===== src/rtl/hft_pkg.sv =====
// Shared types and helpers for the trading datapath: vote FSM states,
// conflict counter width and a population count over algorithm flags.
package hft_pkg;

  typedef enum logic [1:0] {StIdle, StArmed, StCooldown} vote_state_e;

  localparam int unsigned CONFLICT_W = 8;
  localparam int unsigned MAX_ALG    = 32;

  // Callers zero-extend their flag vector to MAX_ALG bits.
  function automatic logic [7:0] popcount(input logic [MAX_ALG-1:0] v);
    logic [7:0] n;
    n = '0;
    for (int i = 0; i < MAX_ALG; i++) begin
      n = n + 8'(v[i]);
    end
    return n;
  endfunction

endpackage


===== src/rtl/show_debounce.sv =====
// Push-button conditioner: 2-flop synchroniser, DB_CYCLES stability filter and
// a strobe that is high in the cycle before show_db rises.
module show_debounce #(
  parameter int unsigned DB_CYCLES = 16
) (
  input  logic clk,
  input  logic rst,
  input  logic show,
  output logic show_db,
  output logic show_rise
);

  localparam int unsigned DCW = $clog2(DB_CYCLES + 1);
  localparam logic [DCW-1:0] LastCnt = DCW'(DB_CYCLES - 1);

  logic           sync1_q, sync2_q;
  logic           db_q, db_d;
  logic [DCW-1:0] cnt_q, cnt_d;

  // Any cycle where the input agrees with show_db restarts the count.
  always_comb begin
    db_d  = db_q;
    cnt_d = '0;
    if (sync2_q != db_q) begin
      if (cnt_q == LastCnt) begin
        db_d = ~db_q;
      end else begin
        cnt_d = cnt_q + 1'b1;
      end
    end
  end

  always_ff @(posedge clk) begin
    if (rst) begin
      sync1_q <= 1'b0;
      sync2_q <= 1'b0;
      db_q    <= 1'b0;
      cnt_q   <= '0;
    end else begin
      sync1_q <= show;
      sync2_q <= sync1_q;
      db_q    <= db_d;
      cnt_q   <= cnt_d;
    end
  end

  assign show_db   = db_q;
  assign show_rise = db_d & ~db_q;

endmodule


===== src/rtl/trade_vote_aggregator.sv =====
// K-of-N buy/sell voter with conflict counting, post-trade cooldown and a
// debounced snapshot of sticky trade flags and profit for the display.
module trade_vote_aggregator
  import hft_pkg::*;
#(
  parameter int unsigned N_ALG     = 3,
  parameter int unsigned VOTE_K    = 2,
  parameter int unsigned PW        = 16,
  parameter int unsigned COOLDOWN  = 4,
  parameter int unsigned DB_CYCLES = 16
) (
  input  logic                         clk,
  input  logic                         rst,
  input  logic                         enable,
  input  logic [N_ALG-1:0]             alg_buy,
  input  logic [N_ALG-1:0]             alg_sell,
  input  logic [PW-1:0]                profit_in,
  input  logic                         show,
  output logic                         buy_pulse,
  output logic                         sell_pulse,
  output logic [$clog2(N_ALG+1)-1:0]   buy_votes,
  output logic [$clog2(N_ALG+1)-1:0]   sell_votes,
  output logic                         busy,
  output logic [CONFLICT_W-1:0]        conflict_cnt,
  output logic                         buy_disp,
  output logic                         sell_disp,
  output logic [PW-1:0]                profit_disp
);

  localparam int unsigned VW = $clog2(N_ALG + 1);
  localparam int unsigned CW = (COOLDOWN > 0) ? $clog2(COOLDOWN + 1) : 1;
  localparam logic [VW-1:0] KVotes = VW'(VOTE_K);

  if (VOTE_K < 1 || VOTE_K > N_ALG || N_ALG > MAX_ALG) begin : g_bad_params
    $error("trade_vote_aggregator: VOTE_K must be in 1..N_ALG and N_ALG <= MAX_ALG");
  end

  vote_state_e           state_q, state_d;
  logic [CW-1:0]         cnt_q, cnt_d;
  logic [VW-1:0]         buy_votes_q, sell_votes_q;
  logic                  buy_pulse_q, buy_pulse_d, sell_pulse_q, sell_pulse_d;
  logic [CONFLICT_W-1:0] conflict_q, conflict_d;
  logic                  stk_buy_q, stk_sell_q;
  logic                  buy_disp_q, sell_disp_q;
  logic [PW-1:0]         profit_disp_q;
  logic                  buy_hit, sell_hit, conflict;
  logic                  show_db, snap;

  show_debounce #(
    .DB_CYCLES(DB_CYCLES)
  ) u_show_debounce (
    .clk      (clk),
    .rst      (rst),
    .show     (show),
    .show_db  (show_db),
    .show_rise(snap)
  );

  assign buy_hit  = buy_votes_q >= KVotes;
  assign sell_hit = sell_votes_q >= KVotes;
  assign conflict = buy_hit & sell_hit;

  always_comb begin
    state_d      = state_q;
    cnt_d        = cnt_q;
    buy_pulse_d  = 1'b0;
    sell_pulse_d = 1'b0;
    conflict_d   = conflict_q;

    // Conflicts are tallied even while disabled, but not while cooling down.
    if (conflict && state_q != StCooldown && conflict_q != '1) begin
      conflict_d = conflict_q + 1'b1;
    end

    if (!enable) begin
      state_d = StIdle;
      cnt_d   = '0;
    end else begin
      unique case (state_q)
        StIdle: begin
          state_d = StArmed;
          cnt_d   = '0;
        end
        StArmed: begin
          if (buy_hit ^ sell_hit) begin
            buy_pulse_d  = buy_hit;
            sell_pulse_d = sell_hit;
            if (COOLDOWN > 0) begin
              state_d = StCooldown;
              cnt_d   = CW'(COOLDOWN);
            end
          end
        end
        StCooldown: begin
          if (cnt_q == CW'(1) || cnt_q == '0) begin
            state_d = StArmed;
            cnt_d   = '0;
          end else begin
            cnt_d = cnt_q - 1'b1;
          end
        end
        default: state_d = StIdle;
      endcase
    end
  end

  always_ff @(posedge clk) begin
    if (rst) begin
      state_q       <= StIdle;
      cnt_q         <= '0;
      buy_votes_q   <= '0;
      sell_votes_q  <= '0;
      buy_pulse_q   <= 1'b0;
      sell_pulse_q  <= 1'b0;
      conflict_q    <= '0;
      stk_buy_q     <= 1'b0;
      stk_sell_q    <= 1'b0;
      buy_disp_q    <= 1'b0;
      sell_disp_q   <= 1'b0;
      profit_disp_q <= '0;
    end else begin
      state_q      <= state_d;
      cnt_q        <= cnt_d;
      buy_votes_q  <= VW'(popcount(MAX_ALG'(alg_buy)));
      sell_votes_q <= VW'(popcount(MAX_ALG'(alg_sell)));
      buy_pulse_q  <= buy_pulse_d;
      sell_pulse_q <= sell_pulse_d;
      conflict_q   <= conflict_d;
      // A pulse coincident with the snapshot is shown and not carried over.
      if (snap) begin
        buy_disp_q    <= stk_buy_q | buy_pulse_q;
        sell_disp_q   <= stk_sell_q | sell_pulse_q;
        profit_disp_q <= profit_in;
        stk_buy_q     <= 1'b0;
        stk_sell_q    <= 1'b0;
      end else begin
        stk_buy_q  <= stk_buy_q | buy_pulse_q;
        stk_sell_q <= stk_sell_q | sell_pulse_q;
      end
    end
  end

  assign buy_pulse    = buy_pulse_q;
  assign sell_pulse   = sell_pulse_q;
  assign buy_votes    = buy_votes_q;
  assign sell_votes   = sell_votes_q;
  assign busy         = (state_q == StCooldown);
  assign conflict_cnt = conflict_q;
  assign buy_disp     = buy_disp_q;
  assign sell_disp    = sell_disp_q;
  assign profit_disp  = profit_disp_q;

endmodule

===== config.mk =====
export PLATFORM = sky130hd
export DESIGN_NAME = trade_vote_aggregator
export DESIGN_NICKNAME = d
export VERILOG_FILES = /design/src/rtl/hft_pkg.sv /design/src/rtl/show_debounce.sv /design/src/rtl/trade_vote_aggregator.sv
export SDC_FILE = /design/constraint.sdc
export NUM_CORES = 1
export LEC_CHECK = 0
export CELL_PAD_IN_SITES_DETAIL_PLACEMENT = 0
export CELL_PAD_IN_SITES_GLOBAL_PLACEMENT = 1
export CORE_MARGIN = 2
export CORE_UTILIZATION = 34
export CTS_CLUSTER_DIAMETER = 150
export DETAILED_ROUTE_END_ITERATION = 10
export PLACE_DENSITY = 0.75
export SETUP_SLACK_MARGIN = 0.2
export SYNTH_ARGS = -nofsm -noshare
export SYNTH_HDL_FRONTEND = slang
export SYNTH_SLANG_ARGS = --single-unit
export TNS_END_PERCENT = 20

===== constraint.sdc =====
create_clock -name clk -period 2.5 [get_ports clk]
set_clock_uncertainty 0.2 [all_clocks]
set_input_delay 0.75 -clock clk [delete_from_list [all_inputs] [get_ports clk]]
set_output_delay 0.75 -clock clk [all_outputs]
set_load 0.02 [all_outputs]

==> out/results.tsv <==
stage	metric	value	unit
outcome	status	finished, final reports clean	
logic_synthesis	Synth area leader	dfxtp_1	
setup_path	Critical Path RT	1.55	ns
timing	f_max	427.1	MHz
power_and_ir_drop	Leak	0.001034	uW
clock_network	Num Clock Sinks	47	
logic_synthesis	Adder-Cell Fraction of Synth Area	9.185	%
grt	total gr overflow	0	
logic_synthesis	Synth Area in Simple Gates	23.03	%
floorplanning	Initial Util	35.13	%
logic_synthesis	Synth Warn #	0	
route	# DRC	0	
clock_network	clk_lat worst skew	0.29	ns
floorplanning	Die Span Y	79.43	um
clock_network	CTS tree	built	
hold_path	min-delay worst type	register to register	
route	WL final	3958	um
timing	Final period util	93.65	%
clock_network	Longest Clk Path Bufs	2	
logic_synthesis	synthesized area	1934	um^2
logic_synthesis	commonest cells in the netlist	dfxtp_1, nand2_1, a21oi_1	
timing	setup TNS	0	ns
setup_path	Max stage delay cell, worst path	clkdlybuf4s50_1	
route	DR vias	1586	
clock_network	CTS Buf Count	5	
cells_and_area	antenna fix cells	0	
power_and_ir_drop	PwrDens	502.8	nW/um^2
floorplanning	die width	79.43	um
setup_path	WP buf/inv	1	
floorplanning	Core Rows	27	
logic_synthesis	mux contribution to synthesized area	0.5175	%
logic_synthesis	count leader, synth	dfxtp_1	
logic_synthesis	Synth Area in XOR/XNOR	3.622	%
timing	Setup-failing EPs final	0	
logic_synthesis	main area contributors after synthesis	dfxtp_1, nand2_1, ha_1	
setup_path	startpoint class of the critical path	register	
route	DR iter-0 viols	49	
logic_synthesis	Post-synth EDFFs	0	
setup_path	CP Capture Type	output pin	
timing	Tightest Pin Transition	0.3963	ns
cells_and_area	share of cells above drive strength 1	7.326	%
setup_path	slowest stage delay, CP	0.65	ns
logic_synthesis	Async S/R FF share, synth	0	%
cells_and_area	Core Util, Final	49.19	%
logic_synthesis	register area share after synthesis	48.64	%
timing	RSZ-0062 raised after global routing	yes	
grt	GRT Total Usage	13.56	%
timing	final hold vios	0	
timing	Slew HR	73.53	%
place	dpl hpwl	2935	um
logic_synthesis	Syn Nets	249	
grt	largest net degree at the start of global routing	21	
logic_synthesis	largest family of logic cells by synthesized area	simple AND/OR/NAND/NOR gates	
job	Max-Cap Viols	0	
place	Port-buffer cells	58	
route	routed len/inst	11.47	um
clock_network	Post-CTS Setup Bufs	0	
logic_synthesis	Primary FF master, synth	dfxtp_1	
grt	first-pass GRT wire length	6755	um
grt	number of global-route vias before repair	1477	
floorplanning	core area	5507	um^2
setup_path	kind of critical path	register to output pin	
cells_and_area	Layout Area Growth over Synthesis	40.04	%
grt	initial antenna violation count	0	
timing	fin crit period	2.341	ns
timing	Min Hold Slack	0.2386	ns
setup_path	Worst EP arrival	1.39	ns
floorplanning	Die ar.	6308	um^2
floorplanning	# IOs	59	
timing	Slew Limit Fails	0	
clock_network	htree depth	2	
logic_synthesis	syn avg cell area	9.211	um^2
route	first-pass detailed-route iteration total	4	
logic_synthesis	Seq cells post-synth	47	
logic_synthesis	Synth Instances	210	
power_and_ir_drop	VDD IR-drop max	0.2712	mV
logic_synthesis	Netlist cell types	40	
place	GPL Wtd Cong	0.7682	
clock_network	Reg clk slew, reported paths	0.09	ns
setup_path	CP max FO	6	
clock_network	root buf cell	clkbuf_8	
route	ANT nets after route	0	
route	routed vias/inst	4.597	
setup_path	CP delay by family, top	buffers and inverters	
setup_path	worst-path cell chain	clkdlybuf4s50_1	
logic_synthesis	top cell type's share of synthesized area	48.64	%
cells_and_area	nets	311	
logic_synthesis	post-synthesis compound-gate area fraction	12.03	%
==> final timing paths <==
check,from,to,slack (ns),depth (start not counted)
hold reg to reg,u_show_debounce.sync1_q$_SDFF_PP0_,u_show_debounce.sync2_q$_SDFF_PP0_,0.24,1
hold / removal,u_show_debounce.sync1_q$_SDFF_PP0_,u_show_debounce.sync2_q$_SDFF_PP0_,0.24,1
setup / recovery,conflict_cnt[2]$_SDFFE_PP0P_,conflict_cnt[2],0.16,1
setup reg to reg,u_show_debounce.cnt_q[0]$_SDFF_PP0_,profit_disp[4]$_SDFFE_PP0P_,0.60,7
==> per-layer routing <==
metal / part of all wire, % / GRT usage, %
met5: 0 / 0
met4: 1.3 / 4.655
met3: 6.5 / 4.864
met2: 43 / 20.50
met1: 49 / 17.86
==> registers in the layout, summed over array words and instances (netlist names) <==
register                 cells
profit_disp                 16
conflict_cnt                 8
u_show_debounce.cnt_q        5
cnt_q                        3
buy_votes                    2
sell_votes                   2
state_q                      2
buy_disp                     1
buy_pulse                    1
sell_disp                    1
sell_pulse                   1
stk_buy_q                    1
stk_sell_q                   1
u_show_debounce.show_db      1
u_show_debounce.sync1_q      1
u_show_debounce.sync2_q      1
==> final cells by class <==
| type | instances | area, um^2 |
|---|---|---|
| Fill cell | 535 | 2798 |
| Sequential cell | 47 | 940.9 |
| Multi-Input combinational cell | 149 | 935.9 |
| Timing Repair Buffer | 63 | 619.3 |
| Clock buffer | 8 | 100.1 |
| Tap cell | 72 | 90.09 |
| Inverter | 6 | 22.52 |
==> metrics by stage <==
step	cells	power, uW	setup slack (ns)	instance area (um^2)
after floorplan	210	826.8	0.6095	1934
after global placement	337	894.4	0.4021	2608
after detailed placement	337	894.4	0.3288	2608
after CTS	345	1389	0.1467	2706
after global routing	345	1431	0.1119	2709
final	345	1362	0.1589	2709
==> report_power, final <==
part	internal, uW	switching (uW)
clock	252	234
sequential	758	7.14
combinational	64.7	45.6
==> cell families after synthesis <==
logic type / Yosys count
AOI/OAI and AO/OA: 38
xor gates and xnor gates: 8
adders and majority gates: 13
buffers and inverters: 14
DFF: 47
muxes: 1
and+or+nand+nor: 89
==> placed cells by master (no fill, tap or decap), types with 2 or more instances in the layout <==
cell type	synthesis	layout
and3_1	4	4
o211ai_1	3	3
xnor2_1	2	2
nor2_1	19	19
nor3_1	2	2
buf_4	0	5
clkbuf_8	0	7
o21ai_0	5	5
fa_1	2	2
a21oi_1	22	22
and4_1	2	2
dfxtp_1	47	47
nand2_1	37	37
nand3_1	2	2
or3_1	2	2
nand2b_1	2	2
inv_1	6	6
nor2b_1	9	9
a211oi_1	2	2
clkdlybuf4s50_1	0	56
ha_1	11	11
xor2_1	6	6
==> timing repair <==
item,CTS,global route
endpoints found under the setup margin,7,7
resized for setup,1,1
gates cloned,0,0
hold buffers,0,0
Note: power is estimated with default switching activity, not from simulation.
==> variant 1 (same flow settings) <==
Change the parameter `PW` from 16 to 32.
--- a/src/rtl/trade_vote_aggregator.sv
+++ b/src/rtl/trade_vote_aggregator.sv
@@ -6,5 +6,5 @@
   parameter int unsigned N_ALG     = 3,
   parameter int unsigned VOTE_K    = 2,
-  parameter int unsigned PW        = 16,
+  parameter int unsigned PW        = 32,
   parameter int unsigned COOLDOWN  = 4,
   parameter int unsigned DB_CYCLES = 16
Interface: changed (resized profit_disp and profit_in); port bits go from 59 to 91. The function was not compared with the original's and may differ.
==> variant 1 against the original RTL <==
- routed wire length is 47% higher
- synthesized cell count is 34% higher
- worst setup slack better by 0.00090 ns
- power is 67% higher
- cell count is 39% higher
- count of clock-buffer cells in the layout is 3 higher
- cell area is 38% higher
- sequential share of layout area is 0.87 points lower
- die area is 26% higher
- sequential cell count is 16 higher
- area after synthesis is 28% higher
- largest cell class unchanged
- highest routed layer unchanged
==> variant 1: results (changes against the original RTL) <==
Outcome
The flow ran to the end, and the final reports show no timing, DRC or antenna violations.

Clock tree
The post-cts sizing count was 2 (+1). The number of CTS-inserted buffers is 9 (+4). The worst-skew pair later-pin latency is 0.33 ns (+0.04 ns).

The H-tree depth is 3 (+1). The clock input transition at the sequential cells of the worst setup and hold paths is 0.07 ns (-0.02 ns).

Finish
The total of fill cells in the finished design is 745 (+39%). The flip-flop count of the largest register, all copies and words added is 32 (+16). The fraction of final layout cells with drive strength greater than 1 is 0.0816 (+0.00832). The final standard cell area without fillers is 0.00372 mm2 (+38%). The number of nets in the layout came to 430 (+38%).

Worst setup path
The worst register-to-register path begins at state_q[0]. The cell class contributing the biggest share of worst-path delay is buffers and inverters. In this run the critical register-to-register path is captured at conflict_cnt[4]. The path depth of the worst reg2reg path came to 6 (-1). The largest fanout on the critical path is 6 (unchanged). On the worst path, the slowest cell contributes a delay of 0.64 ns. The internal reg-to-reg setup slack is 0.44 ns (-0.16 ns).

Drt
The total length of routed wires is 5.83 mm (+47%). The detailed-route wire length per cell is 12.2 um (+6.1%). The count of routing violations after the opening detailed-route iteration came to 66 (+35%). The vias per cell is 4.56 (-0.73%).

Worst hold path
The worst min-delay path category is flop to flop.

Logic synthesis
The area share of fa/ha/maj cells after synthesis is 0.0720 (-0.0199). The share of synthesized flip-flops with an asynchronous set or reset came to 0 (unchanged). The post-synth net total came to 337 (+35%). Counting instances in the post-synthesis netlist gives the leading cell types as 68 x sky130_fd_sc_hd__nand2_1, 63 x sky130_fd_sc_hd__dfxtp_1, 42 x sky130_fd_sc_hd__a21oi_1. The synthesized-area fraction occupied by xor and xnor cells is 0.0142 (-0.0220). By instance count, the leading cell after synthesis is sky130_fd_sc_hd__nand2_1. The mux share of post-synthesis cell area is 0.00811 (+0.00293). The number of different library cells in the post-synthesis netlist is 36 (-10%).

The compound-gate portion of the synthesized area is 0.123 (+0.00285). The number of instances in the synthesized netlist is 282 (+34%). The sequential share of the synthesized area is 0.511 (+0.0245).

Placed design
The number of instances in the placed design is 463 (+37%). The weighted congestion at the end of routability-driven global placement is 0.740 (-3.6%). The cell area after placement is 0.00348 mm2 (+33%). The worst-case setup slack after placement is 0.216 ns (-0.113 ns). The quantity of I/O buffers inserted on ports is 90 (+55%).

The final HPWL from detailed placement is 4.08 mm (+39%).

Global routing
The via count of the first global-routing pass is 2009 (+36%). The wire length of the first global-routing pass was 9.25 mm (+37%). The total track usage is 0.149 (+0.0138). The largest net degree at the start of global routing was 33 (+57%).

Timing
The pin slew with the least headroom to its limit is 0.390 ns (-0.00600 ns). The maximum clock frequency came to 427 MHz (about the same).

Power and ir drop
The maximum vdd drop was 0.322 mV (+19%). The leakage power of the design was 1.35 nW (+31%).
==> variant 1: final cells by class <==
class,count,area share
Clock buffer,11,0.0406
Clock inverter,5,0.0279
Inverter,6,0.00605
Multi-Input combinational cell,199,0.303
Sequential cell,63,0.339
Tap cell,99,0.0333
Timing Repair Buffer,96,0.251
==> variant 1: report_power, final <==
group / internal (mW) / leakage (nW) / total, mW / switching, mW
Combinational: 0.0871 / 0.715 / 0.143 / 0.0555
Clock: 0.717 / 0.130 / 1.11 / 0.395
Sequential: 1.01 / 0.509 / 1.02 / 0.00613
==> variant 1: worst min path at each step <==
stage | start | to | slack [ns] | cells after the start
after floorplan | u_show_debounce.sync1_q | u_show_debounce.sync2_q | 0.21 | 1
after global placement | u_show_debounce.sync1_q | u_show_debounce.sync2_q | 0.23 | 1
after detailed placement | u_show_debounce.sync1_q | u_show_debounce.sync2_q | 0.23 | 1
after CTS | u_show_debounce.cnt_q[0] | u_show_debounce.cnt_q[0] | 0.25 | 1
after global routing | u_show_debounce.cnt_q[0] | u_show_debounce.cnt_q[0] | 0.27 | 1
final | u_show_debounce.cnt_q[0] | u_show_debounce.cnt_q[0] | 0.24 | 1
==> variant 1: cells by family (layout without fill, tap and decap cells) <==
kind of cell / after synthesis / count (layout)
compound gates: 56 / 56
xor+xnor: 4 / 4
fa+ha+maj: 13 / 13
buf+inv: 20 / 118
flops: 63 / 63
mux: 2 / 2
simple gates: 124 / 124
==> variant 1: per-layer routing <==
metal	GRT usage	wire length [um]	vias to the layer above	part of all wire
met5	0	0	-	0
met4	0.0651	97	0	0.017
met3	0.0462	503	9	0.086
met2	0.230	2490	73	0.43
met1	0.193	2740	976	0.47
li1	-	-	1128	-
==> variant 2 (same settings) <==
Made on the original files. Register the inputs `enable`, `alg_buy`, `alg_sell`, `profit_in` and `show` before use, cleared by the reset. The logic sees them one clock later.
--- a/src/rtl/trade_vote_aggregator.sv
+++ b/src/rtl/trade_vote_aggregator.sv
@@ -32,4 +32,26 @@
   localparam logic [VW-1:0] KVotes = VW'(VOTE_K);
 
+  logic enable_q;
+  logic [N_ALG-1:0] alg_buy_q;
+  logic [N_ALG-1:0] alg_sell_q;
+  logic [PW-1:0] profit_q;
+  logic show_q;
+
+  always_ff @(posedge clk) begin
+    if (rst) begin
+      enable_q   <= '0;
+      alg_buy_q  <= '0;
+      alg_sell_q <= '0;
+      profit_q   <= '0;
+      show_q     <= '0;
+    end else begin
+      enable_q   <= enable;
+      alg_buy_q  <= alg_buy;
+      alg_sell_q <= alg_sell;
+      profit_q   <= profit_in;
+      show_q     <= show;
+    end
+  end
+
   if (VOTE_K < 1 || VOTE_K > N_ALG || N_ALG > MAX_ALG) begin : g_bad_params
     $error("trade_vote_aggregator: VOTE_K must be in 1..N_ALG and N_ALG <= MAX_ALG");
@@ -52,5 +74,5 @@
     .clk      (clk),
     .rst      (rst),
-    .show     (show),
+    .show     (show_q),
     .show_db  (show_db),
     .show_rise(snap)
@@ -73,5 +95,5 @@
     end
 
-    if (!enable) begin
+    if (!enable_q) begin
       state_d = StIdle;
       cnt_d   = '0;
@@ -122,6 +144,6 @@
       state_q      <= state_d;
       cnt_q        <= cnt_d;
-      buy_votes_q  <= VW'(popcount(MAX_ALG'(alg_buy)));
-      sell_votes_q <= VW'(popcount(MAX_ALG'(alg_sell)));
+      buy_votes_q  <= VW'(popcount(MAX_ALG'(alg_buy_q)));
+      sell_votes_q <= VW'(popcount(MAX_ALG'(alg_sell_q)));
       buy_pulse_q  <= buy_pulse_d;
       sell_pulse_q <= sell_pulse_d;
@@ -131,5 +153,5 @@
         buy_disp_q    <= stk_buy_q | buy_pulse_q;
         sell_disp_q   <= stk_sell_q | sell_pulse_q;
-        profit_disp_q <= profit_in;
+        profit_disp_q <= profit_q;
         stk_buy_q     <= 1'b0;
         stk_sell_q    <= 1'b0;
Formal check against the unedited RTL: not equivalent (a bounded check fails within 4 cycles, from zero or initial values and one cycle with rst high).
==> variant 2 against the original RTL <==
- highest routed layer unchanged
- non-clock buffer count unchanged
- power increased by 75%
- worst setup slack lost 0.012 ns
- sequential cell count is 24 higher
- cell area rose by 30%
- routed wire length is 22% higher
- area after synthesis is 34% higher
- global-route usage is 1.0 points lower
- cell count rose by 26%
==> variant 2: results (changes against the original RTL) <==
Outcome
The run finished with clean final reports.

Power and ir drop
The maximum vdd drop is 0.271 mV (-0.24%). The leakage power of the design is 1.31 nW (+27%).

Worst setup path
The path depth of the worst reg2reg path is 7 (unchanged). Broken down by cell family, the worst path's largest delay share belongs to buffers and inverters. STA puts the critical path data arrival time at 1.40 ns. In this design, the stage delay of the slowest critical-path cell is 0.64 ns.

The master of the slowest instance on the critical path is sky130_fd_sc_hd__clkdlybuf4s50_1. The largest fanout on the critical path came to 6 (unchanged).

Clock tree
The worst-skew pair later-pin latency was 0.33 ns (+0.04 ns). The root buffer cell is sky130_fd_sc_hd__clkbuf_8. The number of buffers inserted to repair setup after CTS is 0 (unchanged). The number of CTS-inserted buffers is 9 (+4). The H-tree depth came to 3 (+1). The worst-case clock buffer depth was 2 (unchanged).

The clock input transition at the sequential cells of the worst setup and hold paths is 0.08 ns.

Logic synthesis
The sequential share of the synthesized area is 0.549 (+0.0629). By count the netlist is led by 71 x sky130_fd_sc_hd__dfxtp_1, 39 x sky130_fd_sc_hd__nand2_1, 32 x sky130_fd_sc_hd__nor2b_1. Yosys attributes the largest share of cell area to sky130_fd_sc_hd__dfxtp_1 55%, sky130_fd_sc_hd__nor2b_1 7.7%, sky130_fd_sc_hd__ha_1 5.8%, sky130_fd_sc_hd__nand2_1 5.7%, sky130_fd_sc_hd__a21oi_1 4.6%. The post-synth net total is 307 (+23%).

The predominant post-synthesis flop cell is sky130_fd_sc_hd__dfxtp_1. The share of synthesized flip-flops with an asynchronous set or reset came to 0 (unchanged). The count of warnings emitted by yosys came to 0 (unchanged).

The number of different library cells in the post-synthesis netlist is 37 (-7.5%).

Global routing
The wire length of the first global-routing pass was 8.20 mm (+21%). The number of antenna violations at the first check in global routing is 0 (unchanged). The largest net degree at the start of global routing is 27 (+29%). The total track usage is 0.125 (-0.0103).

The via count of the first global-routing pass is 1786 (+21%).

Drt
The first-pass iteration count of the detailed router is 4 (unchanged). The total length of routed wires is 4.82 mm (+22%). The count of routing violations after the opening detailed-route iteration is 34 (-31%). The vias per cell is 4.37 (-5.0%).

Placed design
The cell area after placement is 0.00327 mm2 (+26%). The weighted congestion at the end of routability-driven global placement is 0.830 (+8.0%). The final HPWL from detailed placement is 3.34 mm (+14%). The quantity of I/O buffers inserted on ports came to 58 (unchanged).

Finish
The fraction of final layout cells with drive strength greater than 1 was 0.0808 (+0.00758). The number of nets in the layout was 369 (+19%). The total of fill cells in the finished design is 742 (+39%). The number of inserted diodes is 0 (unchanged).

Worst hold path
The worst min-delay path category is flop to flop. The number of cells on the worst hold path was 2 (+1).

Timing
The pin slew with the least headroom to its limit is 0.415 ns (+0.0186 ns).
==> variant 2: repair_timing <==
action                     CTS  global route
gates resized for setup      3             2
setup endpoints to repair    8            14
hold buffers                 0             0
==> variant 2: final timing paths <==
check                                     start               to  slack [ns]
worst max-delay path            conflict_cnt[7]  conflict_cnt[7]        0.15
worst min-delay path                profit_q[4]   profit_disp[4]        0.22
worst max register to register       state_q[0]  conflict_cnt[5]        0.56
worst min register to register      profit_q[4]   profit_disp[4]        0.22
==> variant 2: through the flow <==
stage | setup slack [ns] | utilization | cells | hold WS (ns)
6_report | 0.147 | 0.483 | 433 | 0.219
5_1_grt | 0.0786 | 0.483 | 433 | 0.242
4_1_cts | 0.107 | 0.482 | 433 | 0.228
3_5_place_dp | 0.215 | 0.449 | 417 | 0.226
3_3_place_gp | 0.231 | 0.449 | 417 | 0.220
2_1_floorplan | 0.584 | - | 267 | 0.214
==> variant 2: logic make-up after synthesis <==
logic type                 share of synthesized area
and+or+nand+nor                                0.241
DFF                                            0.549
AOI/OAI and AO/OA                             0.0817
buffers and inverters                         0.0329
adders and majority gates                     0.0735
xor gates and xnor gates                      0.0135
muxes                                        0.00774
==> variant 2: layout make-up <==
type	instances	share of cell area
Timing Repair Buffer	63	0.174
Sequential cell	71	0.404
Inverter	9	0.00959
Multi-Input combinational cell	175	0.308
Clock inverter	7	0.0341
Clock buffer	9	0.0352
Tap cell	99	0.0352
==> variant 2: layer usage <==
metal,share of wire,wire [um],vias up,track usage
met5,0,0,-,0
met4,0.022,104,0,0.0758
met3,0.045,217,9,0.0382
met2,0.43,2050,40,0.181
met1,0.51,2440,839,0.164
li1,-,-,1003,-
==> variant 2: power breakdown <==
| group | total, mW | internal [mW] | switching [mW] |
|---|---|---|---|
| combinational | 0.108 | 0.0645 | 0.0436 |
| clock | 1.10 | 0.666 | 0.436 |
| sequential | 1.17 | 1.16 | 0.0101 |
| total | 2.38 | 1.89 | 0.490 |
